[src/rtl/systolic_pkg.sv]
// Shared types and helpers for the systolic array operand loader.
// Build option: SYSTOLIC_LOADER_TRANSPOSE_B_EN selects column-major B.
package systolic_pkg;

  localparam int N_DEF = 8;
  localparam int IDX_W = $clog2(N_DEF);
  localparam int MAX_N = 64;

  typedef enum logic [2:0] {
    IDLE,
    WAIT_EMPTY,
    LOAD_A,
    LOAD_B,
    START,
    RUN
  } loader_state_t;

  function automatic logic [MAX_N-1:0] onehot_idx(input int idx);
    logic [MAX_N-1:0] one;
    one = {{(MAX_N-1){1'b0}}, 1'b1};
    return one << idx;
  endfunction

endpackage

[src/rtl/loader_idx_counter.sv]
// Row/column beat position counter for the operand loader.
// Column advances per beat; row advances when column wraps.
module loader_idx_counter #(
  parameter int N = 8,
  parameter int W = 3
) (
  input  logic         clk_i,
  input  logic         rst_i,
  input  logic         clr_i,
  input  logic         adv_i,
  output logic [W-1:0] row_o,
  output logic [W-1:0] col_o,
  output logic         last_o
);

  localparam logic [W-1:0] MAX = W'(N - 1);

  logic col_wrap;
  logic row_wrap;

  assign col_wrap = (col_o == MAX);
  assign row_wrap = (row_o == MAX);
  assign last_o   = col_wrap && row_wrap;

  always_ff @(posedge clk_i) begin
    if (rst_i || clr_i) begin
      row_o <= '0;
      col_o <= '0;
    end else if (adv_i) begin
      col_o <= col_wrap ? '0 : col_o + 1'b1;
      if (col_wrap)
        row_o <= row_wrap ? '0 : row_o + 1'b1;
    end
  end

endmodule

[src/rtl/systolic_operand_loader.sv]
// Fills west/north systolic operand queues from one valid/ready stream.
// Build option: SYSTOLIC_LOADER_TRANSPOSE_B_EN selects column-major B.
module systolic_operand_loader
  import systolic_pkg::*;
#(
  parameter int N          = 8,
  parameter int DATA_WIDTH = 32
) (
  input  logic                  clk_i,
  input  logic                  rst_i,
  input  logic                  load_start_i,
  input  logic [DATA_WIDTH-1:0] s_data_i,
  input  logic                  s_valid_i,
  output logic                  s_ready_o,
  input  logic                  west_queue_empty_i,
  input  logic                  north_queue_empty_i,
  input  logic                  matrix_mult_complete_i,
  output logic [N-1:0]          west_wr_en_o,
  output logic [DATA_WIDTH-1:0] west_wr_data_o,
  output logic [N-1:0]          north_wr_en_o,
  output logic [DATA_WIDTH-1:0] north_wr_data_o,
  output logic                  start_matrix_mult_o,
  output logic                  busy_o,
  output logic                  error_o
);

  localparam int IW = (N > 1) ? $clog2(N) : 1;

  loader_state_t state;

  logic [IW-1:0]    row;
  logic [IW-1:0]    col;
  logic             last;
  logic             beat;
  logic [MAX_N-1:0] row_oh;
  logic [MAX_N-1:0] col_oh;
  logic [N-1:0]     west_sel;
  logic [N-1:0]     north_sel;

  assign s_ready_o = (state == LOAD_A) || (state == LOAD_B);
  assign beat      = s_valid_i && s_ready_o;
  assign busy_o    = (state != IDLE);

  // Counters sit at (0,0) outside the load states, so every entry starts clean.
  loader_idx_counter #(
    .N (N),
    .W (IW)
  ) u_idx (
    .clk_i  (clk_i),
    .rst_i  (rst_i),
    .clr_i  (!s_ready_o),
    .adv_i  (beat),
    .row_o  (row),
    .col_o  (col),
    .last_o (last)
  );

  always_comb begin
    row_oh   = onehot_idx(int'(row));
    col_oh   = onehot_idx(int'(col));
    west_sel = row_oh[N-1:0];
`ifdef SYSTOLIC_LOADER_TRANSPOSE_B_EN
    north_sel = row_oh[N-1:0];
`else
    north_sel = col_oh[N-1:0];
`endif
  end

  always_ff @(posedge clk_i) begin
    if (rst_i) begin
      state               <= IDLE;
      west_wr_en_o        <= '0;
      west_wr_data_o      <= '0;
      north_wr_en_o       <= '0;
      north_wr_data_o     <= '0;
      start_matrix_mult_o <= 1'b0;
      error_o             <= 1'b0;
    end else begin
      west_wr_en_o        <= '0;
      north_wr_en_o       <= '0;
      start_matrix_mult_o <= 1'b0;
      error_o             <= load_start_i && (state != IDLE);
      unique case (state)
        IDLE: begin
          if (load_start_i)
            state <= WAIT_EMPTY;
        end
        WAIT_EMPTY: begin
          if (west_queue_empty_i && north_queue_empty_i)
            state <= LOAD_A;
        end
        LOAD_A: begin
          if (beat) begin
            west_wr_en_o   <= west_sel;
            west_wr_data_o <= s_data_i;
            if (last)
              state <= LOAD_B;
          end
        end
        LOAD_B: begin
          if (beat) begin
            north_wr_en_o   <= north_sel;
            north_wr_data_o <= s_data_i;
            if (last) begin
              state               <= START;
              start_matrix_mult_o <= 1'b1;
            end
          end
        end
        START: begin
          state <= RUN;
        end
        RUN: begin
          if (matrix_mult_complete_i)
            state <= IDLE;
        end
        default: begin
          state <= IDLE;
        end
      endcase
    end
  end

endmodule

[config.mk]
export PLATFORM = sky130hd
export DESIGN_NAME = systolic_operand_loader
export DESIGN_NICKNAME = d
export VERILOG_FILES = /design/src/rtl/systolic_pkg.sv /design/src/rtl/loader_idx_counter.sv /design/src/rtl/systolic_operand_loader.sv
export SDC_FILE = /design/constraint.sdc
export NUM_CORES = 1
export LEC_CHECK = 0
export CELL_PAD_IN_SITES_DETAIL_PLACEMENT = 1
export CELL_PAD_IN_SITES_GLOBAL_PLACEMENT = 2
export CORE_MARGIN = 2
export CORE_UTILIZATION = 24
export DETAILED_ROUTE_END_ITERATION = 8
export PLACE_DENSITY = 0.79
export SKIP_CTS_REPAIR_TIMING = 1
export SLEW_MARGIN = 15
export SYNTH_ARGS = -nofsm -noshare
export SYNTH_HDL_FRONTEND = slang
export SYNTH_SLANG_ARGS = --single-unit
[constraint.sdc]
create_clock -name clk_i -period 1.6 [get_ports clk_i]
set_input_delay 0.24 -clock clk_i [delete_from_list [all_inputs] [get_ports clk_i]]
set_output_delay 0.24 -clock clk_i [all_outputs]
set_load 0.005 [all_outputs]
# Word level (Yosys, flattened, before mapping)
# Cells that the tools add are included.
word_totals:
  inputBits: 39
  output_inout_bits: 84
  wordCells: 56
  ff_bits: 91
op_classes:
  shifts: 2
  bitwise_logic: 3
  n_eq_ne: 14
  reduce_logical: 15
  add_sub_neg: 2
  n_mux: 11
ops:
  columns: ["op", "count"]
  rows:
  - ["$mux W3", 9]
  - ["$pmux W3 S6", 1]
  - ["$shl A1 B3 Y8 const A", 2]
  - ["$ne A2 B2 Y1 const B", 7]
  - ["$eq A3 B3 Y1 const B", 4]
  - ["$reduce_and A7 Y1", 1]
  - ["$add A3 B1 Y3 const B", 2]
  - ["$eq A3 B2 Y1 const B", 2]
  - ["$reduce_and A2 Y1", 3]
  - ["$reduce_or A3 Y1", 2]
  - ["$logic_and A1 B1 Y1", 4]
  - ["$eq A3 B1 Y1 const B", 1]
  - ["$logic_not A3 Y1", 1]
  - ["$not A1 Y1", 3]
  - ["$reduce_bool A3 Y1", 1]
  - ["$logic_or A1 B1 Y1", 2]
  - ["$logic_not A1 Y1", 1]
  - ["$mux W1", 1]

# Logic depth before layout (Yosys ltp)
logic_depth:
  depth_word: 5
  ltp_mapped: 6
  mapped_depth_nobuf: 6

# Hierarchy
# From an unflattened synthesis, not the netlist that was laid out.
hier_totals:
  hier_cells: 386
  hier_area_um2: 3359.5
by_module_without_submodules:
  columns: ["mod", "instances", "seq_area_each_um2", "cells_each", "area_each_um2"]
  rows:
  - ["systolic_operand_loader", 1, 1701.6, 356, 3040.4]
  - ["loader_idx_counter", 1, 120.1, 30, 319.1]

# Least setup slack after synthesis
# Ideal clock, no wire load.
synth_timing:
  path_kind: "reg2reg"
  start: "register u_idx.col_o[0]"
  end: "register state[2]"
  stages_incl_launch_ff: 7
  arrival_ns: 1.350
  period_less_slack_ns: 1.436
  path_buffers: 0
  setup_ns: 0.086
  slack_ns: 0.164
  required_time_ns: 1.514
  path_cell_list: "dfxtp_1 -> ha_1 -> ha_1 -> and4_1 -> a21oi_1 -> o21ai_1 -> a211oi_1"
synth_between:
  elab_chain_len: 4
  word_cells_on_any_way: 5
  cone_classes: "eq/ne (3); reduce/logical (2)"
synth_rtl:
  columns: ["item", "line_no", "text"]
  rows:
  - ["from (decl)", "loader_idx_counter.sv:12", "output logic [W-1:0] col_o,"]
  - ["from (signal assigned)", "loader_idx_counter.sv:30", "col_o <= col_wrap ? '0 : col_o + 1'b1;"]
  - ["$eq A3 B3 Y1 *", "loader_idx_counter.sv:21", "assign col_wrap = (col_o == MAX);"]
  - ["$logic_and A1 B1 Y1 *", "loader_idx_counter.sv:23", "assign last_o = col_wrap && row_wrap;"]
  - ["$ne A2 B2 Y1 (no line)", null, null]
  - ["$reduce_and A7 Y1 (no line) *", null, null]
  - ["to (signal assigned)", "systolic_operand_loader.sv:71", "state <= IDLE;"]
  - ["to (signal assigned)", "systolic_operand_loader.sv:86", "state <= WAIT_EMPTY;"]
  - ["to (signal assigned)", "systolic_operand_loader.sv:90", "state <= LOAD_A;"]
  - ["to (decl)", "systolic_operand_loader.sv:29", "loader_state_t state;"]
# Every way passes the cells marked *; elsewhere a longest branch is shown, timed or not.
# A chain may end at the register's enable or synchronous reset.

# Worst setup path in the final report
layout_timing:
  start: "register state[2]"
  end: "output busy_o"
layout_between:
  elab_chain_len: 1
layout_rtl:
  columns: ["item", "line_no", "text"]
  rows:
  - ["$reduce_bool A3 Y1", "systolic_operand_loader.sv:42", "assign busy_o = (state != IDLE);"]
  - ["to (decl)", "systolic_operand_loader.sv:23", "output logic busy_o,"]
# No other way between the ends.

==> run metrics <==
unrepaired setup endpoints after global routing false; Hold Slack 413.5 ps; status finished, final reports clean; ANT nets after route 0; Least-Margin Pin Slew 380.5 ps; routability cong. 0.7306; Area after DPL 4830 µm²; Area Overhead vs Synth 57.59%; via count 3094; max-slew violation count 0; H-tree depth 3; Final period util 0.9446; CP delay by family, top simple AND/OR/NAND/NOR gates; Fmax 661.6 MHz; Synth top area share 0.5513; initial antenna violation count 0; first-pass GRT wire length 16.30 mm; final hold violations 0; most frequent cells in the layout nand2_1 (134), clkdlybuf4s50_1 (119), dfxtp_1 (88); detailed-route wire length 10.43 mm; most used routing layer met2; sequential share of the synthesized area 0.5513; Leak 1.854 nW; XOR/XNOR Fraction of Synth Area 0; Initial DRC Count 133; Cell Pwr Density 989.5 nW/µm²; CTS max path bufs 2; Yosys reg bits 91; layout cells sized above 1 0.1004; Syn. warnings 0; row count 42; commonest non-fill, non-tap cell in the layout nand2_1; Pwr Total 5.153 mW; Distinct cells, synth 34; largest family of logic cells by synthesized area simple AND/OR/NAND/NOR gates; relative slew slack 0.7463; Clock Latency Late Sink 330 ps; Synth Area per Inst 8.517 µm²; Adder-Cell Fraction of Synth Area 0.03786; remaining global-route overflow 0; Arr. time, crit path 1270 ps; top post-synthesis cells by area dfxtp_1 (55%), nand2_1 (15%), a21oi_1 (11%); Layout Skew 6.565 ps; vias in the first global route 3277; met1 Use GR 0.1738; core footprint 13350 µm²; # diodes 0; critical path data required time 1360 ps; Mapped Area 3304 µm²; CTS tree yes; hold crit path type in -> reg; complex-gate fraction of the synthesized area 0.1200; mux contribution to synthesized area 0.006058; width of the die 121.3 µm; Ports 123; worst ir drop on vdd 0.0003945 V; Yosys top cell by area dfxtp_1; CTS clk-pin slew, worst paths 60 ps; Slowest-stage cell, CP or3_1; Die Area 14720 µm²; nets 572; Initial Util 0.2476; Setup CP Type reg -> out; CP peak stage delay 410 ps; Final setup viols 0; Initial DRT Pass Iterations 4; min Tclk post-route 1511 ps; met3 global-route usage 0.03994; max-cap violations 0; IO Port Bufs 122; CTS buffer count 9; syn nets 437; met2 Use GR 0.2398; CP cell instances or3_1 -> dlymetal6s2s_1; Final HPWL DP 7.545 mm; Worst setup EP type output port; DRC 0; clock root cell clkbuf_16; cells after synthesis 388; Chip Height 121.3 µm; Sink Count 91; largest net degree at the start of global routing 37; design area 5207 µm²; Max FO, Critical Path 7; GRT Overall Usage 0.1425; Synth Area in Simple Gates 0.2404; average wire per standard cell 14.81 µm; drt via density 4.395; Setup crit start kind flop; Buf/Inv on CP 1
==> layer usage <==
metal  share of wire  wire [µm]
met3           0.052        541
met2            0.49       5096
met1            0.45       4663
met5               0          0
met4           0.012        124
==> worst reg2reg max path, delay by kind of cell (launching register included) <==
| family | cells | cell delay [ps] |
|---|---|---|
| AND/OR/NAND/NOR | 1 | 350 |
| AO/OA/AOI/OAI | 1 | 160 |
| buffers and inverters | 1 | 150 |
| flip-flops | 1 | 330 |
| adder cells (fa/ha/maj) | 2 | 410 |
==> stage by stage <==
step	TNS [ps]	worst slack, ps	instances	utilization
2_1_floorplan	0	164.3	388	-
3_3_place_gp	-2898	-85.84	688	0.3618
3_5_place_dp	-6429	-139.0	688	0.3618
4_1_cts	-514.7	-274.5	704	0.3876
5_1_grt	0	13.14	704	0.3901
6_report	0	88.57	704	0.3901
==> kinds of logic (layout without fill, tap and decap cells) <==
family / after synthesis / after routing
and+or+nand+nor: 179 / 179
DFF: 91 / 91
AOI/OAI and AO/OA: 77 / 77
buffers and inverters: 29 / 169
adders and majority gates: 10 / 10
muxes: 2 / 2
==> sequential cells by signal, indices dropped and copies added, names as in the netlist <==
register and flops:
error_o 1, north_wr_en_o 8, north_wr_data_o 32, west_wr_en_o 8
u_idx.col_o 3, start_matrix_mult_o 1, u_idx.row_o 3, state 3
west_wr_data_o 32
==> cell usage after synthesis <==
master,instances
and3_1,4
nor3_2,1
and3b_1,1
or3b_1,2
o21ai_1,1
nand2_1,134
a21oi_1,72
nand2b_1,3
inv_1,5
nor2_1,4
and2_1,12
dfxtp_1,91
nor2b_1,1
clkbuf_1,11
a32oi_1,1
a211oi_1,1
buf_4,1
nor4b_1,1
nor3b_1,1
nand3b_1,1
buf_2,9
buf_6,3
or3_1,3
nor4_1,2
a211o_1,1
nor3_1,2
a31oi_1,1
nand3_1,3
and2b_1,1
ha_1,10
and4_1,1
nand3_2,1
mux2i_1,2
and2b_2,1
==> path summary, 6_finish.rpt <==
path,startpoint,to,slack (ps),depth (start not counted)
hold reg to reg,west_wr_data_o[6]$_SDFFE_PP0N_,west_wr_data_o[6]$_SDFFE_PP0N_,460,2
hold / removal,rst_i,u_idx.col_o[2]$_SDFFE_PP0P_,410,3
setup reg to reg,u_idx.row_o[0]$_SDFFE_PP0P_,u_idx.row_o[0]$_SDFFE_PP0P_,130,5
setup / recovery,state[2]$_SDFFE_PP0P_,busy_o,90,2
==> report_power, final <==
group	switching (mW)	internal, mW	leakage [nW]	total, mW
sequential	0.0204	2.29	0.735	2.32
combinational	0.176	0.204	0.955	0.380
clock	0.885	1.57	0.163	2.46
==> layout make-up <==
cell class / instances / area [µm²]
Inverter: 5 / 18.77
Timing Repair Buffer: 148 / 1429
Tap cell: 176 / 220.2
Clock inverter: 4 / 97.59
Sequential cell: 91 / 1828
Fill cell: 1592 / 8140
Clock buffer: 12 / 246.5
Multi-Input combinational cell: 268 / 1368
(Power assumes the default switching activity.)
